## src/rtl/lsu_pkg.sv

```systemverilog
// lsu_pkg
//   Shared definitions for the load/store unit: access-size encodings, the
//   FSM state enum and a helper that classifies illegal size/alignment pairs.
//   No ports (package).
package lsu_pkg;

    // Access size encodings carried on req_size.
    localparam logic [1:0] SZ_BYTE = 2'b00;
    localparam logic [1:0] SZ_HALF = 2'b01;
    localparam logic [1:0] SZ_WORD = 2'b10;
    localparam logic [1:0] SZ_RSVD = 2'b11;

    typedef enum logic [1:0] {
        ST_IDLE   = 2'd0,
        ST_ACCESS = 2'd1,
        ST_MERGE  = 2'd2,
        ST_RESP   = 2'd3
    } lsu_state_t;

    // True when the size is reserved or the byte offset does not match the
    // natural alignment of the access.
    function automatic logic bad_access(input logic [1:0] size, input logic [1:0] offset);
        logic bad;
        case (size)
            SZ_BYTE: bad = 1'b0;
            SZ_HALF: bad = offset[0];
            SZ_WORD: bad = (offset != 2'b00);
            default: bad = 1'b1;
        endcase
        return bad;
    endfunction

endpackage

```

## src/rtl/lsu_lane_align.sv

```systemverilog
// lsu_lane_align
//   Purely combinational lane steering for the load/store unit.
//   Ports:
//     size        in   2   access size (lsu_pkg SZ_*)
//     is_unsigned in   1   loads: 1 = zero-extend, 0 = sign-extend
//     offset      in   2   byte offset within the word (addr[1:0])
//     load_word   in   32  word read from data memory
//     old_word    in   32  word captured for read-modify-write
//     store_data  in   32  store data, right-justified
//     load_data   out  32  selected lane, extended to 32 bits
//     merge_data  out  32  old_word with the addressed lane replaced
//   Lanes are little-endian: offset 0 is bits [7:0].
module lsu_lane_align
    import lsu_pkg::*;
(
    input  logic [1:0]  size,
    input  logic        is_unsigned,
    input  logic [1:0]  offset,
    input  logic [31:0] load_word,
    input  logic [31:0] old_word,
    input  logic [31:0] store_data,
    output logic [31:0] load_data,
    output logic [31:0] merge_data
);

    logic [4:0]  byte_shift;
    logic [4:0]  half_shift;
    logic [31:0] byte_lane;
    logic [31:0] half_lane;
    logic [31:0] lane_mask;
    logic [31:0] lane_data;

    assign byte_shift = {offset, 3'b000};
    assign half_shift = {offset[1], 4'b0000};
    assign byte_lane  = load_word >> byte_shift;
    assign half_lane  = load_word >> half_shift;

    always_comb begin
        load_data = load_word;
        case (size)
            SZ_BYTE: load_data = {{24{~is_unsigned & byte_lane[7]}}, byte_lane[7:0]};
            SZ_HALF: load_data = {{16{~is_unsigned & half_lane[15]}}, half_lane[15:0]};
            default: load_data = load_word;
        endcase
    end

    // Store merge: clear the addressed lane in the old word, then OR in the
    // new data shifted to that lane. Upper bits of store_data are ignored.
    always_comb begin
        lane_mask = 32'hFFFF_FFFF;
        lane_data = store_data;
        case (size)
            SZ_BYTE: begin
                lane_mask = 32'h0000_00FF << byte_shift;
                lane_data = {24'h0, store_data[7:0]} << byte_shift;
            end
            SZ_HALF: begin
                lane_mask = 32'h0000_FFFF << half_shift;
                lane_data = {16'h0, store_data[15:0]} << half_shift;
            end
            default: begin
                lane_mask = 32'hFFFF_FFFF;
                lane_data = store_data;
            end
        endcase
        merge_data = (old_word & ~lane_mask) | lane_data;
    end

endmodule

```

## src/rtl/load_store_unit.sv

```systemverilog
// load_store_unit
//   Bridges the MEM pipeline stage to a word-addressed data memory. Handles
//   byte/half/word loads and stores, load extension, read-modify-write for
//   sub-word stores and misalignment / reserved-size errors. One request at
//   a time.
//   Optional feature macro: LSU_RANGE_CHECK_EN -- when defined, word index
//   addr[31:2] >= MEM_WORDS is reported as an error without a memory access.
//   Ports:
//     clk, rst            clock, synchronous active-high reset
//     req_valid/req_ready request handshake
//     req_we, req_size, req_unsigned, req_addr, req_wdata  request fields
//     resp_valid          one-cycle completion pulse
//     resp_err, resp_rdata completion status/data, held until next response
//     mem_addr, mem_wdata, mem_we, mem_re, mem_rdata  data memory interface
//     state_dbg           current FSM state (lsu_state_t encoding)
//   Handshake: a request is accepted on a rising edge where req_valid and
//   req_ready are both high; req_ready is high only in IDLE, so the request
//   fields are sampled exactly once, on that edge. resp_valid is a single
//   cycle pulse with no back-pressure.
module load_store_unit
    import lsu_pkg::*;
#(
    parameter int MEM_WORDS = 1024
) (
    input  logic        clk,
    input  logic        rst,
    input  logic        req_valid,
    output logic        req_ready,
    input  logic        req_we,
    input  logic [1:0]  req_size,
    input  logic        req_unsigned,
    input  logic [31:0] req_addr,
    input  logic [31:0] req_wdata,
    output logic        resp_valid,
    output logic        resp_err,
    output logic [31:0] resp_rdata,
    output logic [31:0] mem_addr,
    output logic [31:0] mem_wdata,
    output logic        mem_we,
    output logic        mem_re,
    input  logic [31:0] mem_rdata,
    output logic [1:0]  state_dbg
);

`ifdef LSU_RANGE_CHECK_EN
    localparam bit RANGE_CHECK = 1'b1;
`else
    localparam bit RANGE_CHECK = 1'b0;
`endif

    lsu_state_t  state;
    logic        we_q;
    logic [1:0]  size_q;
    logic        uns_q;
    logic [31:0] addr_q;
    logic [31:0] wdata_q;
    logic [31:0] merge_q;

    logic        range_err;
    logic        req_bad;
    logic        word_store;
    logic [31:0] load_data;
    logic [31:0] merge_data;

    assign range_err  = RANGE_CHECK && (req_addr[31:2] >= 30'(MEM_WORDS));
    assign req_bad    = bad_access(req_size, req_addr[1:0]) || range_err;
    assign word_store = we_q && (size_q == SZ_WORD);

    assign req_ready  = (state == ST_IDLE);
    assign state_dbg  = state;
    assign mem_addr   = {addr_q[31:2], 2'b00};

    // Strobes are gated by rst so a reset landing in MERGE cannot write.
    assign mem_re     = !rst && (state == ST_ACCESS);
    assign mem_we     = !rst && (((state == ST_ACCESS) && word_store) || (state == ST_MERGE));
    assign mem_wdata  = (state == ST_MERGE) ? merge_data : wdata_q;

    lsu_lane_align u_lane_align (
        .size        (size_q),
        .is_unsigned (uns_q),
        .offset      (addr_q[1:0]),
        .load_word   (mem_rdata),
        .old_word    (merge_q),
        .store_data  (wdata_q),
        .load_data   (load_data),
        .merge_data  (merge_data)
    );

    always_ff @(posedge clk) begin
        if (rst) begin
            state      <= ST_IDLE;
            we_q       <= 1'b0;
            size_q     <= SZ_BYTE;
            uns_q      <= 1'b0;
            addr_q     <= 32'h0;
            wdata_q    <= 32'h0;
            merge_q    <= 32'h0;
            resp_valid <= 1'b0;
            resp_err   <= 1'b0;
            resp_rdata <= 32'h0;
        end else begin
            case (state)
                ST_IDLE: begin
                    if (req_valid) begin
                        we_q    <= req_we;
                        size_q  <= req_size;
                        uns_q   <= req_unsigned;
                        addr_q  <= req_addr;
                        wdata_q <= req_wdata;
                        if (req_bad) begin
                            // Rejected requests skip memory and respond next cycle.
                            resp_valid <= 1'b1;
                            resp_err   <= 1'b1;
                            resp_rdata <= 32'h0;
                            state      <= ST_RESP;
                        end else begin
                            state <= ST_ACCESS;
                        end
                    end
                end
                ST_ACCESS: begin
                    if (!we_q) begin
                        resp_valid <= 1'b1;
                        resp_err   <= 1'b0;
                        resp_rdata <= load_data;
                        state      <= ST_RESP;
                    end else if (size_q == SZ_WORD) begin
                        resp_valid <= 1'b1;
                        resp_err   <= 1'b0;
                        resp_rdata <= 32'h0;
                        state      <= ST_RESP;
                    end else begin
                        // Sub-word store: keep the old word for the merge cycle.
                        merge_q <= mem_rdata;
                        state   <= ST_MERGE;
                    end
                end
                ST_MERGE: begin
                    resp_valid <= 1'b1;
                    resp_err   <= 1'b0;
                    resp_rdata <= 32'h0;
                    state      <= ST_RESP;
                end
                ST_RESP: begin
                    resp_valid <= 1'b0;
                    state      <= ST_IDLE;
                end
                default: state <= ST_IDLE;
            endcase
        end
    end

endmodule

```

## config.mk

```make
export PLATFORM = sky130hd
export DESIGN_NAME = load_store_unit
export DESIGN_NICKNAME = d
export VERILOG_FILES = /design/src/rtl/lsu_pkg.sv /design/src/rtl/lsu_lane_align.sv /design/src/rtl/load_store_unit.sv
export SDC_FILE = /design/constraint.sdc
export NUM_CORES = 1
export LEC_CHECK = 0
export ABC_AREA = 1
export BUFFER_PORTS_ARGS = -buffer_cell sky130_fd_sc_hd__buf_2
export CAP_MARGIN = 40
export CORE_AREA = 2 2 130 132
export DETAILED_ROUTE_END_ITERATION = 8
export DIE_AREA = 0 0 132 134
export GPL_ROUTABILITY_DRIVEN = 0
export PLACE_DENSITY = 0.71
export SLEW_MARGIN = 10
export SYNTH_ARGS = -nofsm -noshare
export SYNTH_HDL_FRONTEND = slang
export SYNTH_SLANG_ARGS = --single-unit
```

## constraint.sdc

```tcl
create_clock -name clk -period 2.71 [get_ports clk]
set_input_delay 0.1355 -clock clk [delete_from_list [all_inputs] [get_ports clk]]
set_output_delay 0.1355 -clock clk [all_outputs]
set_load 0.05 [all_outputs]
```

Word level (Yosys, flattened, before mapping)
Cells that the tools add are included.
{ "classes": {"n_addsub": 0, "n_mul": 0, "div_mod_pow": 0, "order_cmp": 0, "eq_ne": 10, "n_shift": 6, "muxes": 23, "bitwise_logic": 7, "n_reduce_logical": 15} }
{ "op_table": {"columns": ["op", "n"], "rows": [
  ["$pmux 32 s2", 3],
  ["$mux 32", 5],
  ["$pmux 32 s3", 1],
  ["$and 32x32->32", 1],
  ["$not 32->32", 1],
  ["$or 32x32->32", 1],
  ["$shl 16x5->32", 1],
  ["$shl 16x5->32 const A", 1],
  ["$shl 8x5->32", 1],
  ["$shl 8x5->32 const A", 1],
  ["$shr 32x5->16", 1],
  ["$shr 32x5->8", 1],
  ["$eq 2x2->1 const B", 4],
  ["$mux 1", 8],
  ["$pmux 2 s4", 1],
  ["$eq 2x1->1 const B", 3],
  ["$logic_not 2->1", 3],
  ["$pmux 1 s3", 2],
  ["$reduce_and 3->1", 2],
  ["$logic_and 1x1->1", 4],
  ["$mux 2", 2],
  ["$pmux 1 s4", 1],
  ["$reduce_and 4->1", 1],
  ["$ne 3x2->1 const B", 1],
  ["other kinds (9)", 11]
]} }
{ "totals": {"ff_bits": 136, "latch_bits": 0, "mem_bits_rw": 0, "mem_bits_ro": 0, "in_bits": 103, "out_inout_bits": 103, "elab_cells": 71, "memories": 0} }

Logic depth before layout (Yosys ltp)
{ "logic_depth": {"depth_word": 6, "mapped_depth": 10, "ltp_nobuf": 10} }

By module
A second synthesis with hierarchy kept.
{ "unflattened": {"hier_cells": 1182, "hier_area_um2": 7333.3} }
{ "by_module_without_submodules": {"columns": ["mod", "instances", "cells_each", "area_each_um2", "seq_area_each_um2"], "rows": [
  ["load_store_unit", 1, 901, 6027.0, 2722.6],
  ["lsu_lane_align", 1, 281, 1306.3, 0.0]
]} }

Least setup slack after synthesis
Ideal clock, no wire load.
{ "synth_timing": {"kind": "flip-flop to output port", "from": "register state[0], in the netlist state_dbg[0]", "to": "output mem_wdata[10]", "arrival_time_ns": 2.589, "required_time_ns": 2.575, "slack_ns": -0.014, "stages_incl_launch_ff": 7, "n_path_buf": 1, "cell_sequence": "dfxtp_1 > inv_1 > ha_1 > clkbuf_1 > inv_2 > nor2_1 > o21ai_0"} }
{ "synth_via": {"elab_chain_len": 2} }
{ "synth_lines": {"columns": ["element", "line_no", "rtl"], "rows": [
  ["start, declared", "load_store_unit.sv:51", "lsu_state_t state;"],
  ["start signal, assigned", "load_store_unit.sv:91", "state <= ST_IDLE;"],
  ["start signal, assigned", "load_store_unit.sv:115", "state <= ST_RESP;"],
  ["start signal, assigned", "load_store_unit.sv:117", "state <= ST_ACCESS;"],
  ["$eq 2x2->1", "load_store_unit.sv:76", "assign mem_wdata = (state == ST_MERGE) ? merge_data : wdata_q;"],
  ["$mux 32", "load_store_unit.sv:76", null],
  ["end, declared", "load_store_unit.sv:38", "output logic [31:0] mem_wdata,"]
]} }
No other way between the ends.

Worst setup path after layout
{ "layout_timing": {"from": "register size_q[1]", "to": "output mem_wdata[10]"} }
{ "layout_via": {"elab_chain_len": 6, "elab_cells_between_ends": 8, "cone_classes": "eq/ne (1); mux (3); bitwise (3); reduce/logical (1)"} }
{ "layout_lines": {"columns": ["element", "line_no", "rtl"], "rows": [
  ["start, declared", "load_store_unit.sv:53", "logic [1:0] size_q;"],
  ["start signal, assigned", "load_store_unit.sv:106", "size_q <= req_size;"],
  ["$eq 2x1->1 / $logic_not 2->1 (equally long branches)", "lsu_lane_align.sv:52", "case (size)"],
  ["$pmux 32 s2", "lsu_lane_align.sv:52", null],
  ["$not 32->32", "lsu_lane_align.sv:66", "merge_data = (old_word & ~lane_mask) | lane_data;"],
  ["$and 32x32->32", "lsu_lane_align.sv:66", null],
  ["$or 32x32->32 (*)", "lsu_lane_align.sv:66", null],
  ["$mux 32 (*)", "load_store_unit.sv:76", null]
]} }
Every way passes the cells marked *; elsewhere a longest branch is shown, timed or not.

==> results.ini <==
[outcome]
outcome = completed

[cells_and_area]
layout_common_cells = 203 x buf_2, 199 x nor2_1, 153 x o21ai_0
area.growth.synth_to_final_pct = 35.14
num_antenna_cells = 0
final_net_count = 1246
final_common_cell = buf_2
drive_gt1_share_pct = 23.91
ff_latch_area_sq_mm = 0.002723
n_fill_cell = 1592
multi_input_area_sq_mm = 0.002993
design_area_sq_mm = 0.008647

[sta]
hold_viol = 0
rsz0062_at_grt = no
fin_crit_sh_pct = 89.45
clock_skew_ns = 0.006516
clock.fmax_ghz = 0.4125
period_needed_ns = 2.424
fin_ws_ns = 0.2858
slew_headroom_pct = 45.53
setup_viol_count_final = 0
drv_slew = 0
tightest_slew_ns = 0.8170
tns_ns = 0

[cts]
cts_tree = yes
clk_pin_slew_ns = 0.06
cts_setup_buffers = 0
h-tree-depth = 4
cts_max_path_buffers = 2
cts_sinks = 136
numCtsBuffers = 17
cts_root_buffer = clkbuf_16
worstSkewPairLatency_ns = 0.42

[worst_setup_path]
worstPathArrival_ns = 2.29
start_kind = flop
endpoint_kind = output port
r2r_start = state_dbg[1]
path_class = reg2out
cp_data_required_time_ns = 2.57
crit_fanout = 17
r2r_cells = 9
r2r_setup_slack_ns = 0.55
reg2reg_to = resp_rdata[10]

[routing]
highest_layer = met4
drt_iter0_drc = 522
wl_per_cell_um = 15.52
drt_pass1_iterations = 7
wl_met1_um = 9291
drc = 0
detailroute.wirelength.met2_um = 9914
viasPerCell = 5.025
routed_wl_um = 21260
vias = 6884
dr_wl_met3_um = 1605
ant_nets = 0

[synth]
syn_area_sq_mm = 0.006399
synth_seq_cells = 136
async_reset_ff_share_pct = 0
ys_seq_area_share_pct = 42.55
yosys_warnings = 0
synth_edf_count = 0
synthFlopType = dfxtp_1
ys_types = 29
synth_cells = 923
synth_area_per_cell_sq_um = 6.932

[die]
core-area_sq_mm = 0.01629
dieWidth_um = 132
fp.dieH_um = 134
ios = 206
fp-row-count = 47
dieArea_sq_mm = 0.01769
start_util_pct = 39.28

[pwr]
p_int_w = 0.005340
clock_power_share_pct = 25.4
power.density_mw_per_mm2 = 1181
p_seq_share_pct = 27.1
vdd.ir_drop.worst_mv = 0.5997
p_sw_share_pct = 47.70
leakage_nw = 4.000
p_sw_w = 0.004871
pwr-share-comb_pct = 47.4

[min_path]
holdCritStartpoint = req_wdata[3]
holdPathStages = 3
min_delay_worst_endpoint = wdata_q[3]
hold_path.class = in2reg

[placement]
port_buffers = 203
pre_cts_ws_ns = 0.5756
hpwl_um = 14820
dpl_cell_area_sq_mm = 0.007336

[global_routing]
grt_pass1_wl_um = 33620
grt_max_degree = 91
antenna_found_initial = 0
overflow = 0
grt_pass1_vias = 6540
track_usage_pct = 23.88

[job]
cap_violations = 0

Yosys cell counts (6+ instances only):
cell	n	area, sq um
a21oi_1	83	415.4
buf_2	14	70.07
buf_4	34	255.2
clkbuf_1	31	116.4
dfxtp_1	136	2723
ha_1	6	75.07
inv_1	47	176.4
inv_2	12	45.04
nand2_1	122	457.9
nand3_1	31	155.2
nor2_1	199	747.0
o211ai_1	6	45.04
o21ai_0	153	765.7
o21ai_1	9	45.04
o22ai_1	13	81.33
critical path, cell delays in order, from the launching register on:
cell     delay [ns]
dfxtp_1        0.38
nor2_4         0.23
nand3_1        0.45
o21ai_0        0.32
nand2_1        0.08
o21ai_0        0.10
buf_2          0.30
routing by layer:
| metal | track usage [%] | vias to the layer above |
|---|---|---|
| li1 | - | 3407 |
| met2 | 39.76 | 309 |
| met1 | 30.61 | 3133 |
| met4 | 9.118 | 0 |
| met5 | 0 | - |
| met3 | 4.800 | 35 |
per-stage QoR:
stage	utilization (%)	total power, W	cells	hold slack (ns)
global route	53.08	0.01078	1370	0.01787
finish	53.08	0.01021	1370	0.01596
CTS	53.08	0.01024	1370	0.0007505
floorplan	-	0.006540	924	0.2631
global placement	45.03	0.007513	1273	0.3877
detailed placement	45.03	0.007547	1273	0.3935
worst max-delay path by stage:
stage / cells after the start / to / from
after global routing: 6 / mem_wdata[14] / size_q[1]
final: 6 / mem_wdata[10] / size_q[1]
after global placement: 9 / resp_rdata[10] / state_dbg[1]
after detailed placement: 9 / resp_rdata[10] / state_dbg[1]
after floorplan: 6 / mem_wdata[10] / state_dbg[0]
after CTS: 6 / mem_wdata[8] / size_q[1]
layout make-up:
type                    instances  area share (%)
flip-flops and latches        136           31.49
repair buffers                278           20.43
inverters                      61           2.648
well taps                     220           3.183
clock inverters                13           2.518
clock buffers                  19           5.122
multi-input cells             643           34.61
sequential cells by signal (all words and copies together), names as in the netlist:
signal	flops
resp_err	1
resp_rdata	32
wdata_q	32
merge_q	32
state_dbg	2
resp_valid	1
we_q	1
uns_q	1
size_q	2
addr_q	32
power by group through the flow:
| stage | Clock (W) | Combinational, W | Sequential, W |
|---|---|---|---|
| floorplan | 0 | 0.00336 | 0.00318 |
| global placement | 0 | 0.00472 | 0.00279 |
| detailed placement | 0 | 0.00475 | 0.00280 |
| CTS | 0.00265 | 0.00484 | 0.00276 |
| global route | 0.00273 | 0.00523 | 0.00283 |
| finish | 0.00260 | 0.00484 | 0.00277 |
kinds of logic (layout without fill, tap and decap cells):
family | after synthesis | in the layout | synth area share, %
simple gates | 368 | 368 | 23.72
flops | 136 | 136 | 42.55
compound gates | 267 | 267 | 21.72
buf+inv | 145 | 371 | 10.77
other cells | 1 | 2 | 0.05861
fa+ha+maj | 6 | 6 | 1.173
what timing repair did:
| action | CTS | global route |
|---|---|---|
| endpoints found under the hold margin | 65 | 0 |
| hold buffers | 65 | 0 |
| gates resized for setup | 0 | 0 |
Note: power is estimated with default switching activity, not from simulation.
